$ cat src/rtl/xbar2x2_arbiter.sv
// 2x2 crossbar control: one arbitration/transfer FSM per slave, round-robin
// conflict resolution, with mux selects and tristate enables decoded from registered state.

module xbar_slave_fsm #(
  parameter int TIMEOUT = 16,
  parameter int TO_W    = 5
) (
  input  logic       clk,
  input  logic       reset,
  input  logic [1:0] cand,   // eligible requesters, indexed by master
  input  logic [1:0] mwr,
  input  logic       sack,
  output logic       busy,
  output logic       xfer,
  output logic       owner,
  output logic       wr,
  output logic       ack,
  output logic       err
);
  typedef enum logic [1:0] {IDLE, ADDR, XFER} st_t;

  localparam logic [TO_W-1:0] TO_LAST = TO_W'(TIMEOUT - 1);

  st_t             st_q, st_d;
  logic            own_q, own_d, wr_q, wr_d, ptr_q, ptr_d, err_q, err_d, win;
  logic [TO_W-1:0] cnt_q, cnt_d;

  always_ff @(posedge clk or posedge reset) begin
    if (reset) begin
      st_q  <= IDLE;
      own_q <= 1'b0;
      wr_q  <= 1'b0;
      ptr_q <= 1'b0;
      err_q <= 1'b0;
      cnt_q <= '0;
    end else begin
      st_q  <= st_d;
      own_q <= own_d;
      wr_q  <= wr_d;
      ptr_q <= ptr_d;
      err_q <= err_d;
      cnt_q <= cnt_d;
    end
  end

  always_comb begin
    st_d  = st_q;
    own_d = own_q;
    wr_d  = wr_q;
    ptr_d = ptr_q;
    cnt_d = cnt_q;
    err_d = 1'b0;
    win   = (cand == 2'b11) ? ptr_q : cand[1];
    case (st_q)
      IDLE: if (cand != 2'b00) begin
        own_d = win;
        wr_d  = mwr[win];
        ptr_d = ~win;
        st_d  = ADDR;
      end
      ADDR: begin
        cnt_d = '0;
        st_d  = XFER;
      end
      XFER: begin
        if (sack) st_d = IDLE;
        else if (cnt_q == TO_LAST) begin
          // err is registered so it shows as a clean pulse in the first IDLE cycle
          err_d = 1'b1;
          st_d  = IDLE;
        end else cnt_d = cnt_q + 1'b1;
      end
      default: st_d = IDLE;
    endcase
  end

  assign busy  = (st_q != IDLE);
  assign xfer  = (st_q == XFER);
  assign owner = own_q;
  assign wr    = wr_q;
  assign ack   = xfer & sack;
  assign err   = err_q;
endmodule

module xbar2x2_arbiter #(
  parameter int TIMEOUT = 16,
  parameter int TO_W    = 5
) (
  input  logic clk,
  input  logic reset,
  input  logic m0req,
  input  logic m1req,
  input  logic m0wr,
  input  logic m1wr,
  input  logic m0sel,
  input  logic m1sel,
  output logic m0gnt,
  output logic m1gnt,
  output logic m0ack,
  output logic m1ack,
  output logic m0err,
  output logic m1err,
  output logic s0req,
  output logic s1req,
  output logic s0wr,
  output logic s1wr,
  input  logic s0ack,
  input  logic s1ack,
  output logic muxs0addr,
  output logic muxs1addr,
  output logic muxs0,
  output logic muxs1,
  output logic muxm0,
  output logic muxm1,
  output logic tris0,
  output logic tris1,
  output logic trim0,
  output logic trim1
);
  logic [1:0]      mreq, mwr, msel, sack;
  logic [1:0]      busy, xfer, owner, swr, sdone, serr;
  logic [1:0][1:0] cand, own, xown;   // [slave][master]
  logic [1:0]      mgnt, mack, merr, mtri;

  assign mreq = {m1req, m0req};
  assign mwr  = {m1wr, m0wr};
  assign msel = {m1sel, m0sel};
  assign sack = {s1ack, s0ack};

  for (genvar s = 0; s < 2; s++) begin : g_slv
    for (genvar m = 0; m < 2; m++) begin : g_m
      assign own[s][m]  = busy[s] && (owner[s] == 1'(m));
      assign xown[s][m] = own[s][m] && xfer[s];
      // a master already holding the other slave is not eligible here
      assign cand[s][m] = mreq[m] && (msel[m] == 1'(s)) && !own[1-s][m];
    end

    xbar_slave_fsm #(.TIMEOUT(TIMEOUT), .TO_W(TO_W)) u_fsm (
      .clk   (clk),
      .reset (reset),
      .cand  (cand[s]),
      .mwr   (mwr),
      .sack  (sack[s]),
      .busy  (busy[s]),
      .xfer  (xfer[s]),
      .owner (owner[s]),
      .wr    (swr[s]),
      .ack   (sdone[s]),
      .err   (serr[s])
    );
  end

  for (genvar m = 0; m < 2; m++) begin : g_mst
    assign mgnt[m] = own[0][m] | own[1][m];
    assign mack[m] = (sdone[0] && owner[0] == 1'(m)) || (sdone[1] && owner[1] == 1'(m));
    assign merr[m] = (serr[0] && owner[0] == 1'(m)) || (serr[1] && owner[1] == 1'(m));
    assign mtri[m] = (xown[0][m] && !swr[0]) || (xown[1][m] && !swr[1]);
  end

  assign {m1gnt, m0gnt} = mgnt;
  assign {m1ack, m0ack} = mack;
  assign {m1err, m0err} = merr;
  assign {trim1, trim0} = mtri;
  assign {s1req, s0req} = xfer;
  assign s0wr      = xfer[0] & swr[0];
  assign s1wr      = xfer[1] & swr[1];
  assign tris0     = xfer[0] & swr[0];
  assign tris1     = xfer[1] & swr[1];
  assign muxs0addr = busy[0] & owner[0];
  assign muxs1addr = busy[1] & owner[1];
  assign muxs0     = busy[0] & owner[0];
  assign muxs1     = busy[1] & owner[1];
  // master read mux points at s1 only while that master holds s1
  assign muxm0     = own[1][0];
  assign muxm1     = own[1][1];
endmodule
$ cat config.mk
export PLATFORM = sky130hd
export DESIGN_NAME = xbar2x2_arbiter
export DESIGN_NICKNAME = d
export VERILOG_FILES = /design/src/rtl/xbar2x2_arbiter.sv
export SDC_FILE = /design/constraint.sdc
export NUM_CORES = 1
export LEC_CHECK = 0
export CAP_MARGIN = 40
export CORE_AREA = 2 2 54 56
export CTS_CLUSTER_DIAMETER = 30
export DETAILED_ROUTE_END_ITERATION = 8
export DIE_AREA = 0 0 56 58
export DONT_BUFFER_PORTS = 1
export PLACE_DENSITY_LB_ADDON = 0.25
export SYNTH_ARGS = -nofsm -noshare
export SYNTH_HDL_FRONTEND = slang
export SYNTH_HIERARCHICAL = 1
export SYNTH_SLANG_ARGS = --single-unit
$ cat constraint.sdc
create_clock -name clk -period 4.05 [get_ports clk]
set_input_delay 0.405 -clock clk [delete_from_list [all_inputs] [get_ports clk]]
set_output_delay 0.405 -clock clk [all_outputs]
set_load 0.02 [all_outputs]
==> results of run 1 <==
cell families after synthesis:
logic type | count (synthesis) | share of synthesized area, %
multiplexers | 6 | 4.41
buffers and inverters | 24 | 8.91
AND/OR/NAND/NOR | 58 | 26.7
flip-flops | 22 | 38.8
adder cells (fa/ha/maj) | 4 | 3.53
AO/OA/AOI/OAI | 34 | 17.7
synthesized netlist by cell type (all sizes together):
cell type / n
nor3b: 4
a41oi: 2
ha: 4
o2bb2ai: 6
nor3: 6
dfrtp: 22
a211o: 2
and2b: 2
mux2: 2
a22o: 2
and2: 4
o21ai: 4
nand4bb: 2
mux2i: 4
o221a: 2
nor2: 8
nor4: 2
nand2: 10
buf: 9
a2bb2oi: 2
o31ai: 2
a21oi: 4
and3b: 2
and4b: 2
nor2b: 6
or3: 2
inv: 15
o22ai: 4
nand2b: 4
a31oi: 4
and3: 4
per-stage QoR:
stage	power (uW)	hold slack (ns)	instances	setup slack, ns
after floorplan	839	0.257	148	2.19
after global placement	859	0.308	170	1.84
after detailed placement	873	0.311	170	1.73
after CTS	1040	0.233	175	1.58
after global routing	1110	0.255	175	1.43
final	1040	0.251	175	1.55
flip-flops by register name (all words and copies together) (netlist names):
signal / flops
g_slv.u_fsm/cnt_q: 10
g_slv.u_fsm/st_q: 4
g_slv.u_fsm/err: 2
g_slv.u_fsm/owner: 2
g_slv.u_fsm/ptr_q: 2
g_slv.u_fsm/wr: 2
critical path, cell delays in order, from the launching register on:
cell,delay [ns]
sky130_fd_sc_hd__dfrtp_1,0.61
sky130_fd_sc_hd__nor2b_2,0.49
sky130_fd_sc_hd__and2_1,0.22
sky130_fd_sc_hd__inv_1,0.04
sky130_fd_sc_hd__o22ai_1,0.43
power by group:
| group | internal [uW] | leakage [uW] | total [uW] | switching, uW |
|---|---|---|---|---|
| Combinational | 161 | 0.000365 | 457 | 297 |
| Clock | 99.9 | 0.0000279 | 167 | 66.6 |
| Sequential | 288 | 0.000286 | 412 | 124 |
| Total | 549 | 0.000679 | 1040 | 487 |
area by class of cell:
| class | instances | share of cell area (%) |
|---|---|---|
| clock inverter | 1 | 2.07 |
| tap | 31 | 2.68 |
| clock buffer | 3 | 1.55 |
| timing repair buffer | 1 | 0.691 |
| inverter | 15 | 3.89 |
| multi-input combinational | 102 | 51.1 |
| sequential | 22 | 38.0 |
layer usage:
metal  up-vias  global-route usage, %  routed length [um]
met5         -                      0                   0
met4         0                   8.16                  53
met3         6                   3.79                 165
met2        35                   28.6                1200
met1       522                   25.0                1290
li1        523                      -                   -
path summary, 6_finish.rpt:
kind / end / slack [ns] / depth (start not counted)
setup / recovery: m0ack / 1.55 / 4
setup reg to reg: g_slv[0].u_fsm/wr$_DFFE_PP0P_ / 1.67 / 8
hold / removal: g_slv[0].u_fsm/wr$_DFFE_PP0P_ / 0.25 / 2
hold reg to reg: g_slv[0].u_fsm/ptr_q$_DFFE_PP0P_ / 0.52 / 1
min in group asynchronous: g_slv[0].u_fsm/err$_DFF_PP0_ / 0.55 / 2
max in group asynchronous: g_slv[1].u_fsm/cnt_q[4]$_DFFE_PP0P_ / 3.19 / 2
==> metrics.txt, run 1 <==
# TYPE chip_impl_metric gauge
chip_impl_metric{name="floorplan.core_area",unit="um^2"} 2660
chip_impl_info{name="biggest_area_contributors_in_the_synthesized_netlist",value="sky130_fd_sc_hd__dfrtp_1, sky130_fd_sc_hd__o2bb2ai_1, sky130_fd_sc_hd__ha_1"} 1
chip_impl_metric{name="worstPathArrival",unit="ns"} 2.09
chip_impl_metric{name="synthCells",unit=""} 148
chip_impl_metric{name="port_buffers",unit=""} 0
chip_impl_metric{name="register_area",unit="um^2"} 551
chip_impl_metric{name="postPlaceCellArea",unit="um^2"} 1390
chip_impl_info{name="timing_worst_setup_path_type",value="reg2out"} 1
chip_impl_info{name="outcome",value="completed"} 1
chip_impl_metric{name="dp_hpwl",unit="um"} 2120
chip_impl_info{name="yosysTopAreaCell",value="sky130_fd_sc_hd__dfrtp_1"} 1
chip_impl_metric{name="cts_sinks",unit=""} 22
chip_impl_metric{name="share_of_the_synthesized_area_in_the_top_cell_type",unit="%"} 38.8
chip_impl_metric{name="critical_path_peak_fanout",unit=""} 11
chip_impl_metric{name="layout-area-overhead-vs-synth",unit="%"} 2.21
chip_impl_metric{name="top_level_ports",unit=""} 30
chip_impl_metric{name="timing_max_transition_violations_final",unit=""} 0
chip_impl_metric{name="synth_cell_types",unit=""} 39
chip_impl_metric{name="layout.core_utilization",unit="%"} 54.4
chip_impl_metric{name="timing.slew.headroom",unit="%"} 59.0
chip_impl_info{name="min-delay-path-class",value="in2reg"} 1
chip_impl_metric{name="grt_first_pass_wirelength",unit="um"} 4690
chip_impl_metric{name="worst_skew_pair.late_latency",unit="ns"} 0.30
chip_impl_metric{name="ctsResizeCount",unit=""} 0
chip_impl_metric{name="finalSetupViolCount",unit=""} 0
chip_impl_metric{name="place.gp.congestion",unit=""} 0.813
chip_impl_metric{name="timing_worst_slew_pin_value",unit="ns"} 0.614
chip_impl_info{name="worstSetupStartpointType",value="flip-flop"} 1
chip_impl_metric{name="timing.setup.tns",unit="ns"} 0
chip_impl_metric{name="area_of_the_multi_input_gates",unit="um^2"} 741
chip_impl_metric{name="vdd_ir_drop_max",unit="mV"} 0.598
chip_impl_metric{name="start_util",unit="%"} 53.2
chip_impl_metric{name="detail_route.iter0.violations",unit=""} 22
chip_impl_metric{name="yosys_warnings",unit=""} 6
chip_impl_metric{name="drc",unit=""} 0
chip_impl_metric{name="cellPowerDensity",unit="nW/um^2"} 715
chip_impl_info{name="regToRegStartpoint",value="g_slv[1].u_fsm/st_q[1]$_DFFE_PP0P_"} 1
chip_impl_info{name="crit_path_end_kind",value="output port"} 1
chip_impl_metric{name="initial_antenna_violation_count",unit=""} 0
chip_impl_metric{name="syn_nets",unit=""} 162
chip_impl_info{name="layout_commonest_cell",value="sky130_fd_sc_hd__dfrtp_1"} 1
chip_impl_metric{name="first_global_vias",unit=""} 1059
chip_impl_metric{name="max-clock-path-buffers",unit=""} 2
chip_impl_metric{name="detail_route.vias_per_cell",unit=""} 6.21
chip_impl_info{name="startpoint",value="g_slv[1].u_fsm/st_q[1]$_DFFE_PP0P_"} 1
chip_impl_metric{name="worst_setup_skew_after_layout",unit="ns"} 0.00334
chip_impl_metric{name="cp_data_required_time",unit="ns"} 3.64
chip_impl_metric{name="die_width",unit="um"} 56
chip_impl_metric{name="global_route.usage.total",unit="%"} 18.4
chip_impl_metric{name="syn-cell-area",unit="um^2"} 1420
chip_impl_metric{name="rows",unit=""} 19
chip_impl_metric{name="route.final.wire_length",unit="um"} 2710
chip_impl_metric{name="drt_wl_cell",unit="um"} 15.5
chip_impl_metric{name="dieHeight",unit="um"} 58
chip_impl_metric{name="final.min_clock_period",unit="ns"} 2.50
chip_impl_metric{name="drive_gt1_share",unit="%"} 13.2
chip_impl_info{name="clock_tree_from_tritoncts",value="yes"} 1
chip_impl_metric{name="cts_post_setup_buffers_inserted",unit=""} 0
chip_impl_metric{name="globalRouteOverflowTotal",unit=""} 0
chip_impl_metric{name="hold_viol_final",unit=""} 0
chip_impl_metric{name="leakagePower",unit="uW"} 0.000679
chip_impl_metric{name="synth-seq-cells",unit=""} 22
chip_impl_metric{name="cts_inserted_buffers",unit=""} 3
chip_impl_metric{name="postCtsHoldBufs",unit=""} 1
chip_impl_metric{name="clock.fmax",unit="GHz"} 0.401
chip_impl_metric{name="cap_violations",unit=""} 0
chip_impl_metric{name="drtAntennaViolNets",unit=""} 0
chip_impl_info{name="clock_tree_root_buffer_cell",value="sky130_fd_sc_hd__clkbuf_4"} 1
chip_impl_metric{name="first_pass_iteration_count_of_the_detailed_router",unit=""} 5
chip_impl_info{name="final_cell_mix",value="sky130_fd_sc_hd__dfrtp_1, sky130_fd_sc_hd__inv_1, sky130_fd_sc_hd__nand2_1"} 1
chip_impl_info{name="hp-start",value="m0wr"} 1
chip_impl_info{name="rsz0062_at_grt",value="false"} 1
chip_impl_metric{name="avgSynthCellArea",unit="um^2"} 9.58
chip_impl_metric{name="num_antenna_cells",unit=""} 0
chip_impl_metric{name="synth-seq-area-share",unit="%"} 38.8
chip_impl_metric{name="fp.dieArea",unit="um^2"} 3250
chip_impl_metric{name="maximum_number_of_pins_on_one_net_before_global_route_repair",unit=""} 14
chip_impl_metric{name="nFillCells",unit=""} 250
chip_impl_metric{name="clk_transition_reported_paths",unit="ns"} 0.13
chip_impl_metric{name="cts-htree-levels",unit=""} 1
chip_impl_metric{name="via_total_after_detailed_routing",unit=""} 1086
chip_impl_metric{name="summed_area_of_non_filler_cells_in_the_final_layout",unit="um^2"} 1450
chip_impl_metric{name="number_of_nets_in_the_layout",unit=""} 159
chip_impl_metric{name="final_min_period_over_clock_period",unit="%"} 61.6
Power figures use the tool's default switching activity.
==> inputs of run 2 (changes only) <==
clock period = 2.2 ns   (was 4.05 ns; I/O delays follow)
==> run 2 against run 1 <==
Combinational power rose by 93%. Clock-buffer cell count rose by 1. Critical path depth rose by 1. First-iteration DRC count rose by 23%. Utilization rose by 0.70 points. Sequential power rose by 87%. Wire length rose by 0.15%. Global-route usage rose by 0.26 points. Power rose by 81%. Via count fell by 1.6%. Clock skew fell by 0.0017 ns. Sequential cell count did not move. Critical path type unchanged. Highest routed layer unchanged.
==> metrics.txt, run 2 (synthesis results as in run 1) <==
# TYPE chip_impl_metric gauge
chip_impl_metric{name="timing.setup.tns",unit="ns"} 0
chip_impl_metric{name="hold_viol_final",unit=""} 0
chip_impl_metric{name="grt_first_pass_wirelength",unit="um"} 4780
chip_impl_metric{name="first_pass_iteration_count_of_the_detailed_router",unit=""} 4
chip_impl_metric{name="cap_violations",unit=""} 0
chip_impl_metric{name="port_buffers",unit=""} 0
chip_impl_metric{name="layout-area-overhead-vs-synth",unit="%"} 3.53
chip_impl_metric{name="ff2ff_setup_slack",unit="ns"} 0.26
chip_impl_metric{name="drt_wl_cell",unit="um"} 15.3
chip_impl_metric{name="initial_antenna_violation_count",unit=""} 0
chip_impl_metric{name="global_route.usage.total",unit="%"} 18.6
chip_impl_metric{name="cp_data_required_time",unit="ns"} 1.98
chip_impl_info{name="worstPathCellList",value="nor2b_4 -> and2_1 -> inv_1 -> o22ai_1 -> buf_4"} 1
chip_impl_metric{name="drc",unit=""} 0
chip_impl_metric{name="dieHeight",unit="um"} 58
chip_impl_metric{name="cts_post_setup_buffers_inserted",unit=""} 0
chip_impl_info{name="reg.largest.list",value="g_slv.u_fsm/cnt_q (10), g_slv.u_fsm/st_q (4)"} 1
chip_impl_metric{name="cts-htree-levels",unit=""} 1
chip_impl_metric{name="critical_path_peak_fanout",unit=""} 11
chip_impl_info{name="min-delay-path-class",value="in2reg"} 1
chip_impl_metric{name="clock.fmax",unit="GHz"} 0.505
chip_impl_metric{name="maximum_number_of_pins_on_one_net_before_global_route_repair",unit=""} 13
chip_impl_metric{name="worst_skew_pair.late_latency",unit="ns"} 0.31
chip_impl_metric{name="timing_max_transition_violations_final",unit=""} 0
chip_impl_metric{name="vdd_ir_drop_max",unit="mV"} 1.02
chip_impl_metric{name="route.final.wire_length",unit="um"} 2720
chip_impl_info{name="layout_commonest_cell",value="sky130_fd_sc_hd__dfrtp_1"} 1
chip_impl_metric{name="rows",unit=""} 19
chip_impl_metric{name="crit_path_max_incr_delay",unit="ns"} 0.52
chip_impl_metric{name="final_min_period_over_clock_period",unit="%"} 90.1
chip_impl_metric{name="number_of_nets_in_the_layout",unit=""} 162
chip_impl_metric{name="min_path_cells",unit=""} 2
chip_impl_info{name="rsz0062_at_grt",value="false"} 1
chip_impl_metric{name="top_level_ports",unit=""} 30
chip_impl_metric{name="whs",unit="ns"} 0.0589
chip_impl_info{name="final_cell_mix",value="sky130_fd_sc_hd__dfrtp_1, sky130_fd_sc_hd__inv_1, sky130_fd_sc_hd__nand2_1"} 1
chip_impl_info{name="clock_tree_from_tritoncts",value="yes"} 1
chip_impl_metric{name="leakagePower",unit="uW"} 0.000689
chip_impl_metric{name="cts_inserted_buffers",unit=""} 3
chip_impl_metric{name="finalSetupViolCount",unit=""} 0
chip_impl_metric{name="place.gp.congestion",unit=""} 0.795
chip_impl_metric{name="clk_transition_reported_paths",unit="ns"} 0.12
chip_impl_metric{name="via_total_after_detailed_routing",unit=""} 1069
chip_impl_metric{name="timing.slew.headroom",unit="%"} 69.1
chip_impl_metric{name="dp_hpwl",unit="um"} 2080
chip_impl_metric{name="num_antenna_cells",unit=""} 0
chip_impl_metric{name="detail_route.vias_per_cell",unit=""} 6.01
chip_impl_metric{name="floorplan.core_area",unit="um^2"} 2660
chip_impl_metric{name="max-clock-path-buffers",unit=""} 2
chip_impl_metric{name="start_util",unit="%"} 53.2
chip_impl_info{name="outcome",value="completed"} 1
chip_impl_metric{name="largest_register_ffs",unit=""} 10
chip_impl_metric{name="critical_path_buf_inv_count",unit=""} 2
chip_impl_metric{name="rr_worst_depth",unit=""} 6
chip_impl_info{name="cpMaxStageDelayCell",value="sky130_fd_sc_hd__dfrtp_2"} 1
chip_impl_metric{name="drtAntennaViolNets",unit=""} 0
chip_impl_metric{name="fp.dieArea",unit="um^2"} 3250
chip_impl_info{name="critical_path.top_delay_family",value="simple AND/OR/NAND/NOR gates"} 1
chip_impl_metric{name="worstPathArrival",unit="ns"} 1.76
chip_impl_metric{name="detail_route.iter0.violations",unit=""} 27
chip_impl_metric{name="timing_worst_slew_pin_value",unit="ns"} 0.471
chip_impl_metric{name="worst_setup_skew_after_layout",unit="ns"} 0.00162
chip_impl_metric{name="globalRouteOverflowTotal",unit=""} 0
chip_impl_metric{name="cellPowerDensity",unit="nW/um^2"} 1280
chip_impl_metric{name="die_width",unit="um"} 56
chip_impl_metric{name="final.min_clock_period",unit="ns"} 1.98
chip_impl_info{name="timing_worst_setup_path_type",value="reg2out"} 1
chip_impl_info{name="worstSetupStartpointType",value="flip-flop"} 1
chip_impl_info{name="largest_register",value="g_slv.u_fsm/cnt_q"} 1
chip_impl_metric{name="first_global_vias",unit=""} 1006
chip_impl_metric{name="path_depth",unit=""} 5
chip_impl_info{name="clock_tree_root_buffer_cell",value="sky130_fd_sc_hd__clkbuf_4"} 1
chip_impl_metric{name="drive_gt1_share",unit="%"} 16.3
chip_impl_info{name="crit_path_end_kind",value="output port"} 1
chip_impl_metric{name="cts_sinks",unit=""} 22
run 2: changes by cell type in the layout (fill, tap and decap cells not counted):
cell                        previous run  this run
sky130_fd_sc_hd__buf_4                 0         3
sky130_fd_sc_hd__dfrtp_1              22        20
sky130_fd_sc_hd__dfrtp_2               0         2
sky130_fd_sc_hd__nor2b_2               2         0
sky130_fd_sc_hd__nor2b_4               0         2
sky130_fd_sc_hd__bufinv_16             1         0
sky130_fd_sc_hd__clkbuf_8              0         1
run 2: worst register-to-register path, delay by kind of cell (launching register included):
family	cells	cell delay, ns
and+or+nand+nor	3	0.76
adders and majority gates	2	0.50
DFF	1	0.46
AOI/OAI and AO/OA	1	0.11
run 2: final cells by class:
type | instances | area (um^2)
repair buffers | 4 | 32.5
well taps | 31 | 38.8
multi-input cells | 102 | 751
clock buffers | 4 | 36.3
fillers | 245 | 1190
inverters | 15 | 56.3
flip-flops and latches | 22 | 553
run 2: where the power goes:
part           leakage, uW  switching [uW]  internal, uW
clock            0.0000210             124           101
combinational     0.000385             547           334
sequential        0.000283             236           535
total             0.000689             907           970
run 2: metal layers:
layer / GRT usage, % / share of wire [%] / vias up
met2: 29.2 / 46 / 39
met5: 0 / 0 / -
met4: 8.16 / 1.4 / 0
met3: 3.35 / 6.6 / 6
li1: - / - / 529
met1: 25.5 / 46 / 495
run 2: stage by stage:
| stage | util, % | area, um^2 | power (uW) | setup slack (ns) | cells |
|---|---|---|---|---|---|
| after floorplan | - | 1420 | 1550 | 0.342 | 148 |
| after global placement | 52.9 | 1410 | 1620 | 0.293 | 173 |
| after detailed placement | 52.9 | 1410 | 1630 | 0.291 | 173 |
| after CTS | 55.0 | 1470 | 1890 | 0.0503 | 178 |
| after global routing | 55.1 | 1470 | 2030 | 0.0580 | 178 |
| final | 55.1 | 1470 | 1880 | 0.218 | 178 |
run 2: path summary, 6_finish.rpt:
path / start / endpoint
max: g_slv[0].u_fsm/st_q[1]$_DFFE_PP0P_ / m0ack
min: m0wr / g_slv[0].u_fsm/wr$_DFFE_PP0P_
max reg2reg: g_slv[0].u_fsm/cnt_q[0]$_DFFE_PP0P_ / g_slv[0].u_fsm/cnt_q[2]$_DFFE_PP0P_
min reg2reg: g_slv[1].u_fsm/ptr_q$_DFFE_PP0P_ / g_slv[1].u_fsm/ptr_q$_DFFE_PP0P_
max in group asynchronous: reset / g_slv[1].u_fsm/st_q[1]$_DFFE_PP0P_
min in group asynchronous: reset / g_slv[0].u_fsm/err$_DFF_PP0_
run 2: timing repair:
action                                 4_1_cts  5_1_grt
resized for setup                            2        2
pin swaps                                    0        0
endpoints found under the hold margin       22        0
hold buffers                                 1        0
setup endpoints to repair                    3        1
==> inputs of run 3 (changes only) <==
CORE_AREA = 2 2 55 57   (was 2 2 54 56)
DIE_AREA = 0 0 57 59   (was 0 0 56 58)
SYNTH_HIERARCHICAL = default   (was 1)
==> run 3 against run 2 <==
Utilization increased by 1.2 points. Global-route usage about the same. Critical endpoint is now trim0. Clock power about the same. Non-clock buffer count increased by 3. Sequential share of layout area decreased by 1.6 points. Sequential cell count unchanged. Clock-buffer cell count unchanged. Power decreased by 0.90%. First-iteration DRC count increased to 2.9 times the previous value. Largest power group unchanged. Maximum frequency increased by 1.1%. Via count increased by 4.5%.
==> metrics.txt, run 3 <==
# TYPE chip_impl_metric gauge
chip_impl_info{name="outcome",value="completed"} 1
chip_impl_metric{name="maximum_number_of_pins_on_one_net_before_global_route_repair",unit=""} 13
chip_impl_metric{name="final_min_period_over_clock_period",unit="%"} 89.1
chip_impl_metric{name="top_level_ports",unit=""} 30
chip_impl_metric{name="dieHeight",unit="um"} 59
chip_impl_metric{name="syn-cell-area",unit="um^2"} 1440
chip_impl_metric{name="port_buffers",unit=""} 0
chip_impl_info{name="biggest_area_contributors_in_the_synthesized_netlist",value="sky130_fd_sc_hd__dfrtp_1, sky130_fd_sc_hd__ha_1, sky130_fd_sc_hd__inv_1"} 1
chip_impl_metric{name="clock_power_share",unit="%"} 12.0
chip_impl_metric{name="share_of_the_synthesized_area_in_the_top_cell_type",unit="%"} 38.3
chip_impl_metric{name="largest_register_ffs",unit=""} 10
chip_impl_metric{name="yosys_warnings",unit=""} 0
chip_impl_metric{name="drt_wl_cell",unit="um"} 15.9
chip_impl_info{name="clock_tree_from_tritoncts",value="yes"} 1
chip_impl_metric{name="postPlaceCellArea",unit="um^2"} 1460
chip_impl_metric{name="comb_power_share",unit="%"} 53.3
chip_impl_metric{name="drtAntennaViolNets",unit=""} 0
chip_impl_info{name="largest_register",value="g_slv.u_fsm.cnt_q"} 1
chip_impl_metric{name="timing.setup.tns",unit="ns"} 0
chip_impl_metric{name="cts_inserted_buffers",unit=""} 3
chip_impl_metric{name="worstPathArrival",unit="ns"} 1.74
chip_impl_metric{name="detail_route.vias_per_cell",unit=""} 6.01
chip_impl_metric{name="post_synth_arst_share",unit="%"} 100
chip_impl_metric{name="power.share.sequential",unit="%"} 34.7
chip_impl_info{name="min-delay-path-class",value="in2reg"} 1
chip_impl_metric{name="worst_setup_skew_after_layout",unit="ns"} 0.00670
chip_impl_metric{name="cts-htree-levels",unit=""} 1
chip_impl_metric{name="synth-seq-area-share",unit="%"} 38.3
chip_impl_metric{name="max-clock-path-buffers",unit=""} 2
chip_impl_metric{name="drive_gt1_share",unit="%"} 12.9
chip_impl_info{name="worstSetupStartpointType",value="flip-flop"} 1
chip_impl_metric{name="num_antenna_cells",unit=""} 0
chip_impl_metric{name="start_util",unit="%"} 53.0
chip_impl_metric{name="detail_route.iter0.violations",unit=""} 79
chip_impl_info{name="yosysTopAreaCell",value="sky130_fd_sc_hd__dfrtp_1"} 1
chip_impl_metric{name="cap_violations",unit=""} 0
chip_impl_metric{name="cellPowerDensity",unit="nW/um^2"} 1220
chip_impl_metric{name="fp.dieArea",unit="um^2"} 3360
chip_impl_metric{name="cp_data_required_time",unit="ns"} 1.98
chip_impl_metric{name="layout-area-overhead-vs-synth",unit="%"} 6.09
chip_impl_metric{name="rows",unit=""} 19
chip_impl_info{name="clock_tree_root_buffer_cell",value="sky130_fd_sc_hd__clkbuf_4"} 1
chip_impl_metric{name="timing.slew.headroom",unit="%"} 66.9
chip_impl_info{name="rsz0062_at_grt",value="false"} 1
chip_impl_metric{name="drc",unit=""} 0
chip_impl_metric{name="synthCells",unit=""} 153
chip_impl_info{name="yosys.cell_count.top_type",value="sky130_fd_sc_hd__dfrtp_1"} 1
chip_impl_info{name="layout_commonest_cell",value="sky130_fd_sc_hd__dfrtp_1"} 1
chip_impl_info{name="crit_path_end_kind",value="output port"} 1
chip_impl_metric{name="vdd_ir_drop_max",unit="mV"} 0.822
chip_impl_metric{name="timing_max_transition_violations_final",unit=""} 0
chip_impl_metric{name="number_of_nets_in_the_layout",unit=""} 176
chip_impl_metric{name="avgSynthCellArea",unit="um^2"} 9.40
chip_impl_metric{name="nFillCells",unit=""} 255
chip_impl_metric{name="route.final.wire_length",unit="um"} 2950
chip_impl_metric{name="clock.fmax",unit="GHz"} 0.510
chip_impl_metric{name="final.min_clock_period",unit="ns"} 1.96
chip_impl_metric{name="initial_antenna_violation_count",unit=""} 0
chip_impl_metric{name="hold_viol_final",unit=""} 0
chip_impl_metric{name="globalRouteOverflowTotal",unit=""} 0
chip_impl_metric{name="synth-seq-cells",unit=""} 22
chip_impl_metric{name="layout.core_utilization",unit="%"} 56.3
chip_impl_metric{name="dp_hpwl",unit="um"} 2280
chip_impl_metric{name="switchingPower",unit="uW"} 888
chip_impl_info{name="synth.top_cells.by_count",value="sky130_fd_sc_hd__dfrtp_1, sky130_fd_sc_hd__inv_1, sky130_fd_sc_hd__nand2_1, sky130_fd_sc_hd__o21ai_0, sky130_fd_sc_hd__ha_1"} 1
chip_impl_metric{name="leakagePower",unit="uW"} 0.000728
chip_impl_metric{name="via_total_after_detailed_routing",unit=""} 1117
chip_impl_metric{name="global_route.usage.total",unit="%"} 18.6
chip_impl_metric{name="first_global_vias",unit=""} 1078
chip_impl_metric{name="synth-edff-count",unit=""} 0
chip_impl_metric{name="cts_sinks",unit=""} 22
chip_impl_metric{name="internal_power",unit="uW"} 972
chip_impl_info{name="final_cell_mix",value="sky130_fd_sc_hd__dfrtp_1, sky130_fd_sc_hd__inv_1, sky130_fd_sc_hd__nand2_1, sky130_fd_sc_hd__o21ai_0, sky130_fd_sc_hd__ha_1"} 1
chip_impl_metric{name="cts_post_setup_buffers_inserted",unit=""} 0
chip_impl_info{name="synthFlopType",value="sky130_fd_sc_hd__dfrtp_1"} 1
chip_impl_metric{name="p_sw_share",unit="%"} 47.7
chip_impl_info{name="reg.largest.list",value="g_slv.u_fsm.cnt_q (10), g_slv.u_fsm.st_q (4)"} 1
chip_impl_metric{name="first_pass_iteration_count_of_the_detailed_router",unit=""} 4
chip_impl_metric{name="summed_area_of_non_filler_cells_in_the_final_layout",unit="um^2"} 1530
chip_impl_metric{name="critical_path_peak_fanout",unit=""} 7
chip_impl_metric{name="floorplan.core_area",unit="um^2"} 2710
chip_impl_metric{name="clk_transition_reported_paths",unit="ns"} 0.13
chip_impl_metric{name="grt_first_pass_wirelength",unit="um"} 4860
chip_impl_info{name="timing_worst_setup_path_type",value="reg2out"} 1
chip_impl_metric{name="timing_worst_slew_pin_value",unit="ns"} 0.504
chip_impl_metric{name="place.gp.congestion",unit=""} 0.779
chip_impl_metric{name="die_width",unit="um"} 57
chip_impl_metric{name="finalSetupViolCount",unit=""} 0
chip_impl_metric{name="synth_cell_types",unit=""} 41
chip_impl_metric{name="syn_nets",unit=""} 173
chip_impl_metric{name="worst_skew_pair.late_latency",unit="ns"} 0.30
run 3: what timing repair did:
item / in CTS / in global routing
hold buffers: 2 / 0
setup endpoints to repair: 0 / 1
endpoints found under the hold margin: 11 / 0
gates resized for setup: 0 / 1
run 3: layout make-up:
class | count | area, um^2 | share of cell area (%)
sequential | 22 | 551 | 36.1
clock buffer | 4 | 36.3 | 2.38
multi-input combinational | 104 | 764 | 50.1
inverter | 18 | 70.1 | 4.59
tap | 31 | 38.8 | 2.54
timing repair buffer | 7 | 65.1 | 4.27
run 3: cell families (layout without fill, tap and decap cells):
family,after synthesis,after routing,share of synthesized area [%]
compound gates,41,41,19.8
mux,6,6,4.96
simple gates,47,47,19.3
buf+inv,27,29,8.88
fa+ha+maj,10,10,8.70
flops,22,22,38.3
run 3: metal layers:
layer  track usage (%)  part of all wire (%)
met1              24.8                    44
met3              4.15                   4.9
met5                 0                     0
met4              3.99                  0.58
met2              31.5                    50
run 3: power by group through the flow:
stage	Combinational, uW	Clock (uW)	Sequential (uW)
CTS	991	228	642
floorplan	913	0	571
global placement	945	0	642
detailed placement	986	0	650
finish	991	224	645
global route	1090	247	666
run 3: path summary, 6_finish.rpt:
check	startpoint	slack, ns	cells past startpoint	endpoint
setup / recovery	g_slv[1].u_fsm.st_q[0]$_DFFE_PP0P_	0.24	6	trim0
hold / removal	s0ack	0.10	1	g_slv[0].u_fsm.err$_DFF_PP0_
setup reg to reg	g_slv[0].u_fsm.cnt_q[0]$_DFFE_PP0P_	0.24	7	g_slv[0].u_fsm.st_q[1]$_DFFE_PP0P_
hold reg to reg	g_slv[1].u_fsm.cnt_q[4]$_DFFE_PP0P_	0.50	2	g_slv[1].u_fsm.cnt_q[4]$_DFFE_PP0P_
max in group asynchronous	reset	1.43	3	g_slv[0].u_fsm.owner$_DFFE_PP0P_
min in group asynchronous	reset	0.34	2	g_slv[1].u_fsm.cnt_q[1]$_DFFE_PP0P_
run 3: worst max-delay path: stages (launching register included):
cell and delay, ns:
sky130_fd_sc_hd__dfrtp_1 0.38, sky130_fd_sc_hd__inv_1 0.07, sky130_fd_sc_hd__ha_1 0.32, sky130_fd_sc_hd__nor2_4 0.29, sky130_fd_sc_hd__nand3b_1 0.11, sky130_fd_sc_hd__o31ai_1 0.08
sky130_fd_sc_hd__buf_4 0.18
run 3: metrics by stage:
step	hold slack, ns	worst slack [ns]	instances	total power [uW]
floorplan	0.209	0.339	153	1480
global placement	0.304	0.347	179	1590
detailed placement	0.139	0.286	180	1640
CTS	0.0934	0.102	186	1860
global route	0.0741	0.0981	186	2000
finish	0.100	0.240	186	1860
